**src/rtl/lcd_nibble_receiver.sv**
```systemverilog
// rtl/lcd_nibble_receiver.sv - HD44780-style bus snooper: rebuilds bytes from the LCD strobe, decodes commands, mirrors display RAM
module lcd_nibble_receiver #(
    parameter int SYNC_STAGES = 2
) (
    input  logic       clk,
    input  logic       reset_n,
    input  logic       db4,
    input  logic       db5,
    input  logic       db6,
    input  logic       db7,
    input  logic       rs,
    input  logic       enable,
    output logic [7:0] byte_out,
    output logic       byte_is_data,
    output logic       byte_valid,
    output logic       four_bit_mode,
    output logic       busy,
    output logic       protocol_error,
    output logic [4:0] cursor,
    input  logic [4:0] rd_addr,
    output logic [7:0] rd_char
);

    // Fewer than two stages would leave the asynchronous bus metastable.
    localparam int STAGES = (SYNC_STAGES < 2) ? 2 : SYNC_STAGES;

    typedef enum logic {
        ST_IDLE,
        ST_CLEAR
    } state_t;

    logic [5:0] sync_q [STAGES];
    logic       en_prev_q;
    logic [3:0] nib_s;
    logic       en_s;
    logic       rs_s;
    logic       fall;

    state_t     state_q, state_d;
    logic [4:0] clr_addr_q, clr_addr_d;

    logic [7:0] byte_out_q, byte_out_d;
    logic       is_data_q, is_data_d;
    logic       valid_q, valid_d;
    logic       four_bit_q, four_bit_d;
    logic       phase_q, phase_d;
    logic [3:0] hi_nib_q, hi_nib_d;
    logic       hi_rs_q, hi_rs_d;
    logic       perr_q, perr_d;
    logic [4:0] cursor_q, cursor_d;
    logic       incr_q, incr_d;

    logic       is_instr;
    logic       dec_clear, dec_home, dec_entry, dec_func, dec_addr, dec_char;

    logic [7:0] ram_q [32];
    logic       ram_we;
    logic [4:0] ram_waddr;
    logic [7:0] ram_wdata;

    always_ff @(posedge clk or negedge reset_n) begin
        if (!reset_n) begin
            for (int i = 0; i < STAGES; i++) sync_q[i] <= '0;
            en_prev_q <= 1'b0;
        end else begin
            sync_q[0] <= {rs, enable, db7, db6, db5, db4};
            for (int i = 1; i < STAGES; i++) sync_q[i] <= sync_q[i-1];
            en_prev_q <= sync_q[STAGES-1][4];
        end
    end

    assign nib_s = sync_q[STAGES-1][3:0];
    assign en_s  = sync_q[STAGES-1][4];
    assign rs_s  = sync_q[STAGES-1][5];
    assign fall  = en_prev_q & ~en_s;

    // Commands take effect in the cycle their byte is presented on byte_out.
    assign is_instr  = valid_q & ~is_data_q;
    assign dec_clear = is_instr && (byte_out_q == 8'h01);
    assign dec_home  = is_instr && (byte_out_q[7:1] == 7'b0000001);
    assign dec_entry = is_instr && (byte_out_q[7:2] == 6'b000001);
    assign dec_func  = is_instr && (byte_out_q[7:5] == 3'b001);
    assign dec_addr  = is_instr && byte_out_q[7];
    assign dec_char  = valid_q & is_data_q;

    always_ff @(posedge clk or negedge reset_n) begin
        if (!reset_n) begin
            state_q    <= ST_IDLE;
            clr_addr_q <= '0;
        end else begin
            state_q    <= state_d;
            clr_addr_q <= clr_addr_d;
        end
    end

    always_comb begin
        state_d    = state_q;
        clr_addr_d = clr_addr_q;
        case (state_q)
            ST_IDLE: begin
                if (dec_clear) begin
                    state_d    = ST_CLEAR;
                    clr_addr_d = '0;
                end
            end
            ST_CLEAR: begin
                clr_addr_d = clr_addr_q + 5'd1;
                if (clr_addr_q == 5'd31) state_d = ST_IDLE;
            end
            default: state_d = ST_IDLE;
        endcase
    end

    always_comb begin
        busy      = (state_q == ST_CLEAR);
        ram_we    = busy | dec_char;
        ram_waddr = busy ? clr_addr_q : cursor_q;
        ram_wdata = busy ? 8'h20 : byte_out_q;
    end

    always_comb begin
        byte_out_d = byte_out_q;
        is_data_d  = is_data_q;
        valid_d    = 1'b0;
        four_bit_d = four_bit_q;
        phase_d    = phase_q;
        hi_nib_d   = hi_nib_q;
        hi_rs_d    = hi_rs_q;
        perr_d     = perr_q;
        cursor_d   = cursor_q;
        incr_d     = incr_q;

        if (fall) begin
            if (busy) begin
                perr_d = 1'b1;
            end else if (!four_bit_q) begin
                byte_out_d = {nib_s, 4'h0};
                is_data_d  = rs_s;
                valid_d    = 1'b1;
            end else if (!phase_q) begin
                hi_nib_d = nib_s;
                hi_rs_d  = rs_s;
                phase_d  = 1'b1;
            end else begin
                byte_out_d = {hi_nib_q, nib_s};
                is_data_d  = hi_rs_q;
                valid_d    = 1'b1;
                phase_d    = 1'b0;
                if (rs_s != hi_rs_q) perr_d = 1'b1;
            end
        end

        if (dec_clear) begin
            cursor_d = '0;
            incr_d   = 1'b1;
        end
        if (dec_home) cursor_d = '0;
        if (dec_entry) incr_d = byte_out_q[1];
        if (dec_func) begin
            four_bit_d = ~byte_out_q[4];
            if (!byte_out_q[4]) phase_d = 1'b0;
        end
        if (dec_addr) cursor_d = {byte_out_q[6], byte_out_q[3:0]};
        if (dec_char) cursor_d = incr_q ? cursor_q + 5'd1 : cursor_q - 5'd1;
    end

    always_ff @(posedge clk or negedge reset_n) begin
        if (!reset_n) begin
            byte_out_q <= '0;
            is_data_q  <= 1'b0;
            valid_q    <= 1'b0;
            four_bit_q <= 1'b0;
            phase_q    <= 1'b0;
            hi_nib_q   <= '0;
            hi_rs_q    <= 1'b0;
            perr_q     <= 1'b0;
            cursor_q   <= '0;
            incr_q     <= 1'b1;
        end else begin
            byte_out_q <= byte_out_d;
            is_data_q  <= is_data_d;
            valid_q    <= valid_d;
            four_bit_q <= four_bit_d;
            phase_q    <= phase_d;
            hi_nib_q   <= hi_nib_d;
            hi_rs_q    <= hi_rs_d;
            perr_q     <= perr_d;
            cursor_q   <= cursor_d;
            incr_q     <= incr_d;
        end
    end

    // Display RAM survives reset; only a clear command initializes it.
    always_ff @(posedge clk) begin
        if (ram_we) ram_q[ram_waddr] <= ram_wdata;
    end

    assign rd_char        = ram_q[rd_addr];
    assign byte_out       = byte_out_q;
    assign byte_is_data   = is_data_q;
    assign byte_valid     = valid_q;
    assign four_bit_mode  = four_bit_q;
    assign protocol_error = perr_q;
    assign cursor         = cursor_q;

endmodule

```
**config.mk**
```make
export PLATFORM = sky130hd
export DESIGN_NAME = lcd_nibble_receiver
export DESIGN_NICKNAME = d
export VERILOG_FILES = /design/src/rtl/lcd_nibble_receiver.sv
export SDC_FILE = /design/constraint.sdc
export NUM_CORES = 1
export LEC_CHECK = 0
export ABC_AREA = 1
export CAP_MARGIN = 20
export CORE_ASPECT_RATIO = 0.6
export CORE_UTILIZATION = 35
export DETAILED_ROUTE_END_ITERATION = 8
export GPL_ROUTABILITY_DRIVEN = 0
export SYNTH_ARGS = -nofsm -noshare
export SYNTH_HDL_FRONTEND = slang
export SYNTH_SLANG_ARGS = --single-unit
export TNS_END_PERCENT = 10
```
**constraint.sdc**
```tcl
create_clock -name clk -period 5.75 [get_ports clk]
set_clock_uncertainty 0.1 [all_clocks]
set_input_delay 1.4375 -clock clk [delete_from_list [all_inputs] [get_ports clk]]
set_output_delay 1.4375 -clock clk [all_outputs]
set_load 0.03 [all_outputs]
```
# Word-level counts from Yosys, hierarchy flattened
# Memories as Yosys holds them, arrays and structs flattened.
# Index checks and enable logic that the tools add are counted.
totals:
  reg_bits: 43
  out_inout_bits: 26
  n_memories: 1
  mem_bits_rw: 256
op_classes:
  mux: 33
  bitwise: 9
  add_sub_neg: 3
  eq_ne: 8
  reduce_logical: 13
mem_list:
  columns: ["memory", "depth", "word_bits", "rd", "rd_ports_with_merged_regs", "write_ports", "line", "rtl"]
  rows:
  - ["ram_q", 32, 8, 1, 0, 1, "56", "logic [7:0] ram_q [32];"]
op_table:
  columns: ["cell", "n"]
  rows:
  - ["5-bit two-way mux", 6]
  - ["8-bit two-way mux", 3]
  - ["1-bit two-way mux", 22]
  - ["5-bit by 1-bit adder with 5-bit output, second input constant", 2]
  - ["5-bit case mux with 2 select lines", 1]
  - ["8-bit by 1-bit == test with 1-bit output, second input constant", 1]
  - ["4-bit AND reduction", 2]
  - ["2-bit nonzero test", 4]
  - ["7-bit by 1-bit == test with 1-bit output, second input constant", 1]
  - ["6-bit by 1-bit == test with 1-bit output, second input constant", 1]
  - ["5-bit == test, second input constant", 1]
  - ["1-bit logical AND", 5]
  - ["1-bit NOT", 5]
  - ["5-bit by 1-bit subtractor with 5-bit output, second input constant", 1]
  - ["4-bit nonzero test", 1]
  - ["1-bit AND", 3]
  - ["3-bit by 1-bit == test with 1-bit output, second input constant", 1]
  - ["3-bit AND reduction", 1]
  - ["2-bit by 1-bit != test with 1-bit output, second input constant", 1]
  - ["2-bit != test, second input constant", 1]
  - ["1-bit case mux with 2 select lines", 1]
  - ["1-bit != test", 1]
  - ["1-bit bitwise OR", 1]

# Depth between registers and ports, before layout
depth:
  ltp_word: 7
  depth_mapped: 11

# Worst setup path after synthesis
# No wires, ideal clock.
synth_timing:
  path_type: "in2out"
  start: "input rd_addr[2]"
  end: "output rd_char[6]"
  t_arrival_ns: 2.415
  path_buffers: 2
  path_slack_ns: 1.797
  cell_stages: 8
  path_cell_list: "clkbuf_1 -> buf_1 -> nand3_1 -> nand2_1 -> nand2_1 -> nand2_1 -> nand2_1 -> nand2_1"
synth_via:
  elab_chain_len: 1
synth_rtl:
  columns: ["element", "line", "rtl"]
  rows:
  - ["from (decl)", "20", "input logic [4:0] rd_addr,"]
  - ["memory 32 x 8 bit", null, null]
  - ["to (decl)", "21", "output logic [7:0] rd_char"]
# Every way passes these cells.

# Worst setup path in the final report
# Same ends and word-level chain as after synthesis.

==> flow_metrics.py <==
metrics = {
    "sta": {
        "finalSetupTns_ns": 0,
        "relSlewSlack_pct": 41.98,
        "worst_slack_ns": 0.9558,
        "hold_slack_ns": 0.2479,
        "hold_viol": 0,
        "slew_violations": 0,
        "fmax_ghz": 0.2086,
        "post-route-min-period_ns": 4.794,
        "finalCritPeriodShare_pct": 83.38,
        "rsz0062_at_grt": "false",
        "setup_viol": 0,
        "worst_pin_slew_ns": 0.8671,
    },
    "cells_and_area": {
        "final_cell_mix": "nand2_1, edfxtp_1, nand3_1",
        "finalNonFillerCells": 1656,
        "areaGrowthSynthToFinish_pct": 14.05,
        "drive_gt1_share_pct": 7.065,
        "antennaDiodeCount": 0,
        "fin_area_mm2": 0.01421,
        "layout.nets": 1186,
        "nFillCells": 3345,
        "final_common_cell": "nand2_1",
        "final_core_util_pct": 40.59,
    },
    "critical_path": {
        "cp_max_fo": 32,
        "endpoint_kind": "primary output",
        "critical_path_arrival_ns": 3.26,
        "critical-path-top-delay-family": "buffers and inverters",
        "cpMostUsedCell": "nand2_1",
        "required_ns": 4.21,
        "reg2regPathDepth": 6,
        "slowest_delay_ns": 0.48,
        "worst_r2r_endpoint": "ram_q[11][6]",
        "path_buf_inv": 3,
        "crit_type": "input port to primary output",
        "crit_chain": "clkdlybuf4s50_1 > buf_4 > nand3_1 > nand2_1 > nand2_1 > nand2_1 > nand2_1 > nand2_1 > buf_4",
        "critical_path.reg2reg.startpoint": "busy",
        "cp_slowest_cell": "clkdlybuf4s50_1",
        "critPathLaunchType": "input port",
        "r2r_slack_ns": 2.78,
    },
    "floorplan": {
        "die-area_mm2": 0.03639,
        "io_pins": 39,
        "die_h_um": 148.2,
        "fp.dieW_um": 245.6,
        "start_util_pct": 35.59,
        "rows": 53,
        "core-area_mm2": 0.03501,
    },
    "outcome": {
        "status": "finished clean",
    },
    "clocking": {
        "ctsHoldBuffers": 0,
        "htreeDepth": 1,
        "post_cts_buffers": 0,
        "clk_latency_ns": 0.58,
        "path_clk_slew_ns": 0.06,
        "cts_tree": "yes",
        "cts.repair.resized": 0,
        "numClockSinks": 299,
        "cts-root-buf": "clkbuf_16",
        "cts_buffers": 29,
        "max-clock-path-buffers": 3,
    },
    "logic_synthesis": {
        "synth_seq_cells": 299,
        "synth-edff-count": 256,
        "seq_area_frac_synth_pct": 70.34,
        "syn_inst": 1133,
        "ys_types": 31,
        "synth_ff_type": "edfxtp_1",
        "ys_warn_count": 0,
        "netlist_area_mm2": 0.01246,
        "syn_avg_cell_area_um2": 11.00,
        "async_flop_share_pct": 14.38,
        "synth_fp_nets": 1153,
    },
    "detailed_routing": {
        "routed_wl_mm": 31.69,
        "firstDrtPassIters": 6,
        "route.detailed.drc": 0,
        "viasPerCell": 5.072,
        "ant_nets": 0,
        "drt_iter0_drc": 980,
        "avgRoutedWirePerCell_um": 19.14,
        "vias": 8400,
    },
    "place": {
        "dp_cells": 1601,
        "numPortBuffers": 38,
        "dp_hpwl_mm": 19.26,
        "pre_cts_ws_ns": 0.9988,
        "place_area_mm2": 0.01329,
    },
    "hold_path": {
        "holdPathEnd": "nib_s[3]",
        "worstHoldPathType": "flip-flop to flip-flop",
        "min_delay_path_depth": 0,
        "hold_path.startpoint": "sync_q[9]",
    },
    "power": {
        "leakagePower_nw": 5.441,
        "power_density_mw_per_mm2": 439.0,
        "ir_drop_v": 0.0004080,
        "fin_total_pwr_mw": 6.239,
    },
    "grt": {
        "antenna_found_initial": 0,
        "grt_usage_pct": 17.78,
        "grt_max_degree": 129,
        "grt_pass1_wl_mm": 49.06,
        "grt_pass1_vias": 8185,
        "grt_remaining_overflow": 0,
    },
    "job": {
        "maxCapViolCount": 0,
    },
}
Yosys cell counts (all sizes together) (2+ instances only):
library cell	count	share of area, %
edfxtp	256	62
dfrtp	42	8.4
ha	6	0.60
o21ai	26	1.0
nor2	52	1.6
buf	47	2.3
nand3	213	8.6
a21oi	5	0.20
inv	45	1.4
o211ai	6	0.36
nand4	2	0.10
nand2	407	12
nor3	3	0.16
clkbuf	9	0.27
o21bai	3	0.18
o22ai	3	0.15
sequential cells by signal (all words and copies together), names as in the netlist:
register	count
clr_addr_q	5
byte_out	8
sync_q	6
byte_valid	1
hi_nib_q	4
rs_s	1
nib_s	4
busy	1
incr_q	1
four_bit_mode	1
en_prev_q	1
phase_q	1
ram_q	256
en_s	1
byte_is_data	1
protocol_error	1
cursor	5
hi_rs_q	1
routing by layer:
| layer | vias up | track usage, % | part of all wire (%) |
|---|---|---|---|
| met5 | - | 0 | 0 |
| met4 | 0 | 3.758 | 1.6 |
| met3 | 36 | 4.150 | 8.2 |
| met2 | 296 | 24.76 | 41 |
| met1 | 4107 | 27.81 | 49 |
| li1 | 3961 | - | - |
area by class of cell:
cell class,count,area (µm²),share of cell area (%)
repair buffers,58,560.5,3.944
well taps,467,584.3,4.112
clock inverters,23,172.7,1.215
flip-flops and latches,299,8765,61.67
clock buffers,31,733.2,5.159
multi-input cells,732,3222,22.67
inverters,46,173.9,1.224
worst max-delay path by stage:
stage          cells after the start        from    endpoint  slack (ns)
6_report                           9  rd_addr[2]  rd_char[6]        0.96
3_5_place_dp                      10  rd_addr[2]  rd_char[7]         1.0
4_1_cts                           10  rd_addr[2]  rd_char[7]        0.99
2_1_floorplan                      8  rd_addr[2]  rd_char[6]        1.80
5_1_grt                           12  rd_addr[0]  rd_char[4]        0.83
3_3_place_gp                      10  rd_addr[2]  rd_char[4]        1.00
power breakdown:
part | total, mW | internal (mW) | switching, mW
Combinational | 1.46 | 0.360 | 1.10
Sequential | 2.93 | 2.82 | 0.113
Clock | 1.85 | 1.01 | 0.838
Total | 6.24 | 4.19 | 2.05
logic make-up after synthesis:
group | share of synthesized area [%]
buffers and inverters | 3.946
and+or+nand+nor | 22.75
DFF | 70.34
AOI/OAI and AO/OA | 2.129
xor gates and xnor gates | 0.07030
adders and majority gates | 0.7631
No activity file was read; power rests on OpenSTA's default activity.
